===== config.mk =====
export PLATFORM = sky130hd
export DESIGN_NAME = addsub_pipe
export DESIGN_NICKNAME = d
export VERILOG_FILES = /design/src/rtl/addsub_pkg.sv /design/src/rtl/addsub_chunk.sv /design/src/rtl/addsub_pipe.sv
export SDC_FILE = /design/constraint.sdc
export NUM_CORES = 1
export LEC_CHECK = 0
export BUFFER_PORTS_ARGS = -buffer_cell sky130_fd_sc_hd__buf_2
export CAP_MARGIN = 5
export CELL_PAD_IN_SITES_DETAIL_PLACEMENT = 1
export CELL_PAD_IN_SITES_GLOBAL_PLACEMENT = 1
export CORE_MARGIN = 1
export CORE_UTILIZATION = 45
export DETAILED_ROUTE_END_ITERATION = 6
export GPL_ROUTABILITY_DRIVEN = 1
export HOLD_SLACK_MARGIN = 0.12
export PLACE_DENSITY = 0.85
export SKIP_CTS_REPAIR_TIMING = 1
export SYNTH_ARGS = -nofsm -noshare
export SYNTH_HDL_FRONTEND = slang
export SYNTH_HIERARCHICAL = 1
export SYNTH_SLANG_ARGS = --single-unit

===== constraint.sdc =====
create_clock -name CLK -period 4.05 [get_ports CLK]
set_clock_uncertainty 0.2 [all_clocks]
set_input_delay 0 -clock CLK [delete_from_list [all_inputs] [get_ports CLK]]
set_output_delay 0 -clock CLK [all_outputs]
set_load 0.05 [all_outputs]

===== src/rtl/addsub_pkg.sv =====
// Shared types and elaboration helpers for the pipelined adder/subtractor.
package addsub_pkg;

  typedef enum logic {
    OP_ADD = 1'b0,
    OP_SUB = 1'b1
  } op_e;

  localparam int MIN_WIDTH = 32'sd2;

  function automatic int chunk_w(input int width, input int stages);
    return width / stages;
  endfunction

  function automatic bit cfg_ok(input int width, input int stages);
    return (width >= MIN_WIDTH) && (stages >= 32'sd1) && (stages <= width) &&
           ((width % stages) == 32'sd0);
  endfunction

endpackage


===== src/rtl/addsub_chunk.sv =====
// Combinational CW-bit ripple adder slice; one slice per pipeline stage.
module addsub_chunk
  import addsub_pkg::*;
#(
  parameter int CW = 4
) (
  input  logic [CW-1:0] a,
  input  logic [CW-1:0] b,
  input  logic          cin,
  output logic [CW-1:0] s,
  output logic          cout,
  output logic          a_msb,
  output logic          b_msb
);

  logic [CW:0] c_s;

  // Ripple the carry through the slice one bit at a time.
  always_comb begin
    c_s    = '0;
    s      = '0;
    c_s[0] = cin;
    for (int i = 0; i < CW; i++) begin
      s[i]     = a[i] ^ b[i] ^ c_s[i];
      c_s[i+1] = (a[i] & b[i]) | (c_s[i] & (a[i] ^ b[i]));
    end
  end

  assign cout  = c_s[CW];
  assign a_msb = a[CW-1];
  assign b_msb = b[CW-1];

endmodule


===== src/rtl/addsub_pipe.sv =====
// Pipelined WIDTH-bit add/sub, one carry-chain chunk per stage with operand skew and result deskew.
// Define ADDSUB_SATURATE_EN to clamp signed overflow in the last stage instead of wrapping.
module addsub_pipe
  import addsub_pkg::*;
#(
  parameter int WIDTH  = 8,
  parameter int STAGES = 2
) (
  input  logic             CLK,
  input  logic             ASYNCRESETN,
  input  logic             I_VALID,
  output logic             I_READY,
  input  logic [WIDTH-1:0] I0,
  input  logic [WIDTH-1:0] I1,
  input  logic             SUB,
  input  logic             CIN,
  output logic             O_VALID,
  input  logic             O_READY,
  output logic [WIDTH-1:0] O,
  output logic             COUT,
  output logic             OV
);

  localparam int CW = chunk_w(WIDTH, STAGES);

  if (!cfg_ok(WIDTH, STAGES)) begin : g_cfg_err
    $error("addsub_pipe: WIDTH must be >= 2 and a multiple of STAGES");
  end

  op_e              op_s;
  logic             adv_s;
  logic             ov_s;
  logic [WIDTH-1:0] o_nxt_s;

  logic [WIDTH-1:0] a_in_s    [STAGES];
  logic [WIDTH-1:0] b_in_s    [STAGES];
  logic [WIDTH-1:0] res_in_s  [STAGES];
  logic [WIDTH-1:0] res_nxt_s [STAGES];
  logic             cin_s     [STAGES];
  logic             vld_in_s  [STAGES];
  logic [CW-1:0]    sum_s     [STAGES];
  logic             cout_s    [STAGES];
  logic             a_msb_s   [STAGES];
  logic             b_msb_s   [STAGES];

  logic [WIDTH-1:0] a_r     [STAGES];
  logic [WIDTH-1:0] b_r     [STAGES];
  logic [WIDTH-1:0] res_r   [STAGES];
  logic             carry_r [STAGES];
  logic             vld_r   [STAGES];
  logic [WIDTH-1:0] o_r;
  logic             cout_r;
  logic             ov_r;

  assign op_s  = op_e'(SUB);
  assign adv_s = O_READY | ~vld_r[STAGES-1];

  // Stage 0 takes the ports; every later stage reads its predecessor's registers.
  always_comb begin
    a_in_s[0]   = I0;
    b_in_s[0]   = (op_s == OP_SUB) ? ~I1 : I1;
    cin_s[0]    = CIN;
    vld_in_s[0] = I_VALID;
    res_in_s[0] = '0;
    for (int i = 1; i < STAGES; i++) begin
      a_in_s[i]   = a_r[i-1];
      b_in_s[i]   = b_r[i-1];
      cin_s[i]    = carry_r[i-1];
      vld_in_s[i] = vld_r[i-1];
      res_in_s[i] = res_r[i-1];
    end
  end

  for (genvar g = 0; g < STAGES; g++) begin : g_chunk
    addsub_chunk #(
      .CW(CW)
    ) u_chunk (
      .a    (a_in_s[g][g*CW +: CW]),
      .b    (b_in_s[g][g*CW +: CW]),
      .cin  (cin_s[g]),
      .s    (sum_s[g]),
      .cout (cout_s[g]),
      .a_msb(a_msb_s[g]),
      .b_msb(b_msb_s[g])
    );
  end

  // Splice each stage's fresh chunk into the lower result bits it inherited.
  always_comb begin
    for (int i = 0; i < STAGES; i++) begin
      res_nxt_s[i]             = res_in_s[i];
      res_nxt_s[i][i*CW +: CW] = sum_s[i];
    end
  end

  // Signed overflow from the MSB operands and MSB of the sum, with optional clamp.
  always_comb begin
    ov_s = (a_msb_s[STAGES-1] == b_msb_s[STAGES-1]) &
           (res_nxt_s[STAGES-1][WIDTH-1] != a_msb_s[STAGES-1]);
`ifdef ADDSUB_SATURATE_EN
    if (ov_s) begin
      o_nxt_s = a_msb_s[STAGES-1] ? {1'b1, {(WIDTH-1){1'b0}}} : {1'b0, {(WIDTH-1){1'b1}}};
    end else begin
      o_nxt_s = res_nxt_s[STAGES-1];
    end
`else
    o_nxt_s = res_nxt_s[STAGES-1];
`endif
  end

  // All stages shift together, and only when the output side can advance.
  always_ff @(posedge CLK or negedge ASYNCRESETN) begin
    if (!ASYNCRESETN) begin
      for (int i = 0; i < STAGES; i++) begin
        vld_r[i]   <= 1'b0;
        carry_r[i] <= 1'b0;
        a_r[i]     <= '0;
        b_r[i]     <= '0;
        res_r[i]   <= '0;
      end
      o_r    <= '0;
      cout_r <= 1'b0;
      ov_r   <= 1'b0;
    end else if (adv_s) begin
      for (int i = 0; i < STAGES; i++) begin
        vld_r[i]   <= vld_in_s[i];
        carry_r[i] <= cout_s[i];
        a_r[i]     <= a_in_s[i];
        b_r[i]     <= b_in_s[i];
        res_r[i]   <= res_nxt_s[i];
      end
      o_r    <= o_nxt_s;
      cout_r <= cout_s[STAGES-1];
      ov_r   <= ov_s;
    end
  end

  assign I_READY = adv_s;
  assign O_VALID = vld_r[STAGES-1];
  assign O       = o_r;
  assign COUT    = cout_r;
  assign OV      = ov_r;

endmodule


After elaboration in Yosys (flattened, before gate mapping)
Index checks and enable logic that the tools add are counted.
{ "op_classes": {"n_eq_ne": 2, "bitwise": 44, "muxes": 1} }
{ "ops": {"columns": ["cell", "n"], "rows": [
  ["1-bit AND", 17],
  ["1-bit bitwise XOR", 16],
  ["1-bit bitwise OR", 9],
  ["8-bit 2-to-1 mux", 1],
  ["8-bit NOT", 1],
  ["1-bit == test", 1],
  ["1-bit != test", 1],
  ["1-bit NOT", 1]
]} }
{ "word_totals": {"input_bits": 22, "register_bits": 33, "out_inout_bits": 12} }

Depth between registers and ports, before layout
Gate-level depths: netlist (run 1).
{ "depth": {"ltp_word": 11, "depth_mapped": 11} }

Modules after synthesis
Netlist (run 1), hierarchy kept.
{ "modules_own_cells": {"columns": ["module", "cells_each", "area_each_um2", "seq_area_each_um2", "instances"], "rows": [
  ["addsub_pipe", 66, 1111.1, 625.6, 1],
  ["addsub_chunk", 16, 132.6, 0.0, 2]
]} }

Worst setup path before layout (run 1)
Ideal clock, no wire load.
{ "synth_path": {"kind": "flip-flop to flip-flop", "startpoint": "reg a_r, in the netlist a_in_s[4]", "endpoint": "reg ov_r, in the netlist OV", "n_path_buf": 0, "slack_ns": 1.277, "t_required_ns": 3.768, "arrival_ns": 2.491, "setup_ns": 0.082, "path_stages_with_launch": 11, "cell_sequence": "dfrtp_1 -> fa_1 -> inv_1 -> fa_1 -> inv_1 -> fa_1 -> inv_1 -> fa_1 -> inv_1 -> or3b_2 -> a31oi_1"} }
{ "synth_between": {"elab_chain_len": 10} }
{ "synth_lines": {"columns": ["item", "line_no", "rtl"], "rows": [
  ["start: declaration", "addsub_pipe.sv:46", "logic [WIDTH-1:0] a_r [STAGES];"],
  ["start signal: indexed assignment", "addsub_pipe.sv:128", "a_r[i] <= a_in_s[i];"],
  ["1-bit bitwise XOR", "addsub_chunk.sv:25", "c_s[i+1] = (a[i] & b[i]) | (c_s[i] & (a[i] ^ b[i]));"],
  ["1-bit AND", "addsub_chunk.sv:25", null],
  ["1-bit bitwise OR (*)", "addsub_chunk.sv:25", null],
  ["1-bit AND (*)", "addsub_chunk.sv:25", null],
  ["1-bit bitwise OR (*)", "addsub_chunk.sv:25", null],
  ["1-bit AND (*)", "addsub_chunk.sv:25", null],
  ["1-bit bitwise OR (*)", "addsub_chunk.sv:25", null],
  ["1-bit bitwise XOR (*)", "addsub_chunk.sv:24", "s[i] = a[i] ^ b[i] ^ c_s[i];"],
  ["net o_nxt_s[7]", "addsub_pipe.sv:33", "logic [WIDTH-1:0] o_nxt_s;"],
  ["1-bit != test (*)", "addsub_pipe.sv:99", "(res_nxt_s[STAGES-1][WIDTH-1] != a_msb_s[STAGES-1]);"],
  ["1-bit AND (*)", "addsub_pipe.sv:98", "ov_s = (a_msb_s[STAGES-1] == b_msb_s[STAGES-1]) &"],
  ["end signal: assignment", "addsub_pipe.sv:134", "ov_r <= ov_s;"],
  ["end: declaration", "addsub_pipe.sv:53", "logic ov_r;"]
]} }
Mark *: on every way through the listed nets, which the timed path passes. The rest lies on a longest branch.
A chain may end at the register's enable or synchronous reset.

Final worst setup path (run 1)
Same ends and word-level chain as after synthesis.

==> results.txt, run 1 <==
The run finished, with violations left. The final reports fail on DRC. The relative contribution of combinational cells to total power came out at about half. The final routed wire length divided by cell count came out at between 10 and 15 um. The largest net degree at the start of global routing is 27. The kind of start point of the critical path is a register.

The total buffers and inverters traversed by the critical path is 4. The total congestion overflow after global routing came out at 0. The number of clock buffers added by TritonCTS is 3. The initial utilization of the core area, before any placement, comes to between 40% and 50%. The routed wire length came out at 2660 um. The sequential cell fraction of total power is 39.6%. Before antenna repair, the detailed router went through 6 iterations. Setup repair after global routing left no endpoint under its margin. The number of nets at the end of the flow came out at ~180. At the pin with the least slew margin, the transition time is approximately 0.44 ns. STA classifies the critical path endpoint as a register. The internal power is around 0.54 mW.

Clock tree synthesis found a total of 25 sinks. The placeable core area came out at between 2000 and 3000 um2. The die is about 57 um tall. In this run the horizontal extent of the chip is between 50 and 60 um. The clock reaches the later pin of the worst-skew pair after about 0.31 ns. The setup TNS came out at 0 ns.

The multi-input combinational cells in the finished layout cover a total of between 600 and 700 um2. The share of the clock period used by the worst path is between 70 and 80%. The worst relative slew slack came out at 70.4%.

The global-route wire length before repair came out at 4250 um. Across the VDD grid, the largest voltage drop is approximately 0.25 mV. The number of nets in the synthesized netlist came out at about 130. The number of inserted filler cells in the final layout came out at 285. The initialized floorplan defines 19 standard-cell rows. After detailed routing, the number of vias per cell comes to just under 5. The CTS tree is built. The sequential cell area in the final layout is between 600 and 700 um2. The power density over cell area is 532 nW/um2.

The worst setup path is of the reg2reg kind. The power dissipated by switching net loads came out at 0.386 mW. Detailed routing inserted a total of between 800 and 900 vias. The timing-limited maximum frequency is about 340 MHz. The number of antenna violations at the first check in global routing came out at 0.

The cell count after synthesis came out at 96. The residual DRC count came out at 8. The fraction of power spent switching nets came out at roughly two fifths.

The area growth from synthesis to layout is 28.1%. The post-synthesis instance area is approximately 1400 um2. The slack of the critical path came out at around 1.1 ns. The required time reported for the critical path endpoint came out at slightly above 4 ns. For this run, the slowest stage of the critical path takes 0.44 ns. The clock slew seen by the registers of the worst setup and hold paths is approximately 0.13 ns.

The reported leakage power is a little over 0.9 nW. The detailed router finished its first iteration with 20 violations. The floorplan step defined a die boundary enclosing approximately 3200 um2.

Counting along the longest clock path gives a buffer depth of 2. The count of yosys warnings during synthesis is 6. A synthesized cell averages between 10 and 15 um2. The share of final-layout standard cells stronger than drive strength 1 came out at between 40% and 50%. The antenna diode count came out at 0. The final cell utilization of the core came out at just over 60%. Walking the worst path, the cells encountered are fa_1, inv_1, fa_1, inv_1, fa_1, inv_1, fa_1, inv_1, or3b_2, a31oi_1. Broken down by cell family, the worst path's largest delay share belongs to adder cells. The total setup violations reported at the end of the flow is 0. The number of global-route vias before repair is 913. The worst min-delay path class is in2reg. The slowest cell on the critical path is sky130_fd_sc_hd__or3b_2. In this run, the clock network consumes a little under an eighth of the power.

The post-layout minimum cycle time came out at about 3 ns. The max-cap violation count is 0. For the worst setup path, the data arrival time is about 3 ns. The count of nets left with antenna violations once routing finished came out at 0.

The maximum fanout along the worst path came out at 3. The CTS H-tree depth is 1. The number of max-slew violations in the final report came out at 0.

Port buffering added 33 buffers. The post-placement setup slack is 1.10 ns. During I/O placement, the number of pins put on the boundary was 34. The estimated wirelength of the detail-placed design came out at ~1800 um. The total routing usage reported by global routing came out at around 17%.

The final weighted congestion in routability-driven placement is about 0.74. The final hold violation count came to 0. The cell sitting at the root of the clock tree is a sky130_fd_sc_hd__clkbuf_4.
layout by cell type, fill, tap and decap left out:
cell type	n
sky130_fd_sc_hd__xor2_1	8
sky130_fd_sc_hd__nand2b_1	1
sky130_fd_sc_hd__buf_12	1
sky130_fd_sc_hd__dlygate4sd3_1	19
sky130_fd_sc_hd__clkbuf_4	3
sky130_fd_sc_hd__inv_1	20
sky130_fd_sc_hd__fa_1	8
sky130_fd_sc_hd__nor3b_1	1
sky130_fd_sc_hd__clkbuf_1	1
sky130_fd_sc_hd__mux2_4	17
sky130_fd_sc_hd__dfrtp_1	25
sky130_fd_sc_hd__buf_2	33
sky130_fd_sc_hd__nand3b_1	1
sky130_fd_sc_hd__or3b_2	1
sky130_fd_sc_hd__mux2_2	6
sky130_fd_sc_hd__a31oi_1	1
sky130_fd_sc_hd__nand2b_4	1
layout make-up:
cell class / count / area share, %
Sequential cell: 25 / 35.9
Multi-Input combinational cell: 45 / 34.6
Timing Repair Buffer: 53 / 21.5
Inverter: 20 / 4.30
Tap cell: 31 / 2.22
Clock buffer: 4 / 1.51
sequential cells by signal, summed over array words and instances, names as in the netlist:
signal    cells
a_in_s        4
O_VALID       1
o_nxt_s       4
O             8
OV            1
vld_in_s      1
carry_r       1
COUT          1
b_in_s        4
final timing paths:
path,startpoint,end,slack [ns],depth (start not counted)
hold / removal,I0[3],o_nxt_s[3],0.14,5
max in group asynchronous,ASYNCRESETN,COUT,3.01,4
min in group asynchronous,ASYNCRESETN,O[0],0.49,4
hold reg to reg,vld_in_s[0],O_VALID,0.29,1
setup reg to reg,a_in_s[4],OV,1.10,10
setup / recovery,a_in_s[4],OV,1.10,10
metrics by stage:
stage	instance area [um2]	instances	power [mW]	hold WS, ns
after global routing	1740	178	0.989	0.157
after detailed placement	1510	154	0.802	-0.179
after CTS	1530	158	0.913	-0.539
after floorplan	1360	96	0.706	-0.496
after global placement	1510	154	0.782	-0.189
final	1740	178	0.928	0.138
tightest hold or removal path: stages:
cell	delay, ns
sky130_fd_sc_hd__buf_2	0.10
sky130_fd_sc_hd__inv_1	0.07
sky130_fd_sc_hd__fa_1	0.17
sky130_fd_sc_hd__inv_1	0.04
sky130_fd_sc_hd__mux2_2	0.25
power groups by stage:
| stage | sequential, mW | clock, mW | combinational, mW |
|---|---|---|---|
| 6_report | 0.367 | 0.110 | 0.450 |
| 5_1_grt | 0.378 | 0.128 | 0.484 |
| 3_3_place_gp | 0.366 | 0 | 0.416 |
| 2_1_floorplan | 0.523 | 0 | 0.183 |
| 4_1_cts | 0.367 | 0.115 | 0.431 |
| 3_5_place_dp | 0.372 | 0 | 0.430 |
metal layers:
metal  track usage [%]  routed length [um]
met1              20.7                1030
met2              32.8                1560
met5                 0                   0
met3              2.04                  68
met4              3.14                   0
Note: power is estimated with default switching activity, not from simulation.
==> inputs of run 2 (changes only) <==
--- a/config.mk
+++ b/config.mk
@@ -5,16 +5,17 @@
 export SDC_FILE = /design/constraint.sdc
 export NUM_CORES = 1
 export LEC_CHECK = 0
+export ABC_AREA = 1
 export BUFFER_PORTS_ARGS = -buffer_cell sky130_fd_sc_hd__buf_2
 export CAP_MARGIN = 5
 export CELL_PAD_IN_SITES_DETAIL_PLACEMENT = 1
 export CELL_PAD_IN_SITES_GLOBAL_PLACEMENT = 1
 export CORE_MARGIN = 1
-export CORE_UTILIZATION = 45
+export CORE_UTILIZATION = 35
 export DETAILED_ROUTE_END_ITERATION = 6
 export GPL_ROUTABILITY_DRIVEN = 1
 export HOLD_SLACK_MARGIN = 0.12
-export PLACE_DENSITY = 0.85
+export PLACE_DENSITY = 0.77
 export SKIP_CTS_REPAIR_TIMING = 1
 export SYNTH_ARGS = -nofsm -noshare
 export SYNTH_HDL_FRONTEND = slang
==> constraint.sdc (replaced) <==
create_clock -name CLK -period 2.7 [get_ports CLK]
set_clock_uncertainty 0.2 [all_clocks]
set_input_delay 0 -clock CLK [delete_from_list [all_inputs] [get_ports CLK]]
set_output_delay 0 -clock CLK [all_outputs]
set_load 0.05 [all_outputs]
==> results.txt, run 2 <==
Once detail routing completed, the nets flagged for antenna violations numbered 0. The critical path arrival is approximately 2.6 ns. The number of top-level pins is 34.

The number of max-slew violations in the final report is 0. The via density per instance came out at about 4.4. The kind of start point of the critical path is a register. The routed wire length came out at 3210 um. In this run the clock root is driven by a sky130_fd_sc_hd__clkbuf_8. Of the total power, registers draw a little under two fifths. The synthesis-to-finish area growth came out at 41.0%. The final cell utilization of the core came out at between 50% and 60%. The gate count after technology mapping came out at between 100 and 150. TritonCTS built the clock tree. The post-layout minimum cycle time is 2.60 ns. The final routed wire length divided by cell count came out at around 13 um. The area of the multi-input gates is between 500 and 600 um2. The maximum fanout along the worst path came out at 2.

The die is between 60 and 70 um wide. The worst slack on hold paths came out at roughly 0.094 ns. During synthesis, Yosys emitted a total of 6 warnings. The residual DRC count came out at 0. The register with the most flip-flops in the layout has 8 of them. The total setup violations reported at the end of the flow is 0. The core region is approximately 3500 um2. The top cell types in the final layout, fill and taps aside, are sky130_fd_sc_hd__nand2_1 (55), sky130_fd_sc_hd__buf_2 (33), sky130_fd_sc_hd__dlygate4sd3_1 (29). The number of nets in the synthesized netlist is about 170.

The design draws between 1 and 1.5 mW. The number of inserted filler cells in the final layout is 425. The required time reported for the critical path endpoint came out at about 2.7 ns. The worst hold path belongs to the class in2reg. The worst relative slew slack is around 70%. The number of antenna violations at the first check in global routing is 0. The final hold violation count was 0. The placement row count is 21. The routed layout has 1,108 vias. In this run the power spent charging and discharging nets is between 0.6 and 0.7 mW. The power density over cell area is 748 nW/um2. The number of CTS-inserted buffers is 3. The die height came out at 63.2 um.

The slowest stage of the critical path is the sky130_fd_sc_hd__fa_1 cell. In this run the static leakage power is between 1 and 1.5 nW. The deepest clock path buffer count is 2. The first global-routing pass estimated ~4700 um of wire. The total overflow left after global routing is 0. Summing all flip-flop and latch instances after layout gives 626 um2. The internal power is 0.777 mW. The initial core utilization came out at between 30 and 40%. The final weighted congestion in routability-driven placement is between 0.7 and 0.8. The relative contribution of combinational cells to total power came out at between 40% and 50%. After clock tree synthesis, the clock-pin slew on the worst setup and hold paths is roughly 0.090 ns. The number of nets at the end of the flow came out at between 200 and 250. The share of final-layout standard cells stronger than drive strength 1 came out at 24.4%. The first routing iteration left 28 violations. The number of global-route vias before repair is ~1.0k. IR analysis of the VDD net gives a maximum drop of roughly 0.23 mV.

The pin slew with the least headroom to its limit is ~0.45 ns. After synthesis, the mean cell area works out to roughly 9.1 um2. Dividing the final minimum period by the clock period gives a little over nine tenths. The number of detailed-route iterations in the first pass came out at 4. The max-cap violation count is 0. The fraction of power spent switching nets came out at 43.7%. The worst setup path is captured at a register. The critical path goes through fa_2, inv_2, fa_2, inv_1, fa_2, inv_2, fa_1, inv_1, inv_1, nand3_1, nand2_1, nand2_1, nand2_1.

The CTS H-tree depth is 1. The critical path is of the reg2reg type. The total routing usage reported by global routing came out at between 10% and 20%. The worst stage delay on the critical path came out at ~0.43 ns.

The die covers ~4000 um2. Entering global routing, the biggest net connects 27 pins. Once detailed placement completed, the half-perimeter wirelength came to 2040 um. The timing-limited maximum frequency came out at ~380 MHz.

Buffers placed on the I/O ports in this run total 33. The post-synthesis instance area came out at 1310 um2. Setup repair after global routing left no endpoint under its margin. The clock power share is 15.9%. The setup TNS is 0 ns. Leaving out fill and tap cells, the most frequent cell in the layout is sky130_fd_sc_hd__nand2_1. The clock insertion delay at the later pin of the skew report came out at approximately 0.27 ns. The run finished with clean final reports. The number of sinks handled by clock tree synthesis came out at 25. The repair_antennas step left the layout with diodes totalling 0.
[run 2: final timing paths]
check                      slack, ns  cells after the start   startpoint    endpoint
min in group asynchronous       0.55                      4  ASYNCRESETN     O_VALID
setup / recovery                 0.1                     13   carry_r[1]          OV
setup reg to reg                 0.1                     13   carry_r[1]          OV
hold reg to reg                 0.27                      2  vld_in_s[0]     O_VALID
hold / removal                  0.09                      7        I1[1]  o_nxt_s[1]
max in group asynchronous       1.60                      4  ASYNCRESETN   a_in_s[7]
[run 2: metrics by stage]
step                      worst slack [ns]  instance area, um2  instances
after global placement               0.171                1480        217
after detailed placement            0.0430                1480        217
final                               0.0970                1850        251
after global routing               0.00704                1850        251
after CTS                           0.0335                1530        221
after floorplan                      0.250                1310        144
[run 2: power by group through the flow]
stage	Combinational, mW	Sequential [mW]	Clock [mW]
5_1_grt	0.691	0.542	0.237
3_5_place_dp	0.564	0.533	0
2_1_floorplan	0.214	0.740	0
6_report	0.633	0.528	0.220
3_3_place_gp	0.540	0.526	0
4_1_cts	0.565	0.526	0.228
[run 2: layout make-up]
class                           count  share of cell area [%]
Inverter                           28                    5.69
Clock buffer                        3                    2.24
Timing Repair Buffer               64                    26.2
Sequential cell                    25                    33.9
Tap cell                           46                    3.12
Clock inverter                      1                   0.271
Multi-Input combinational cell     84                    28.7
[run 2: layer usage]
layer | GRT usage [%] | wire (um)
met1 | 17.4 | 1130
met2 | 28.1 | 1900
met3 | 2.36 | 104
met4 | 9.38 | 73
met5 | 0 | 0
[run 2: critical path, delay by kind of cell, from the launching register on]
family,cells,cell delay (ns)
and+or+nand+nor,4,0.23
buffers and inverters,5,0.32
adders and majority gates,4,1.34
DFF,1,0.41
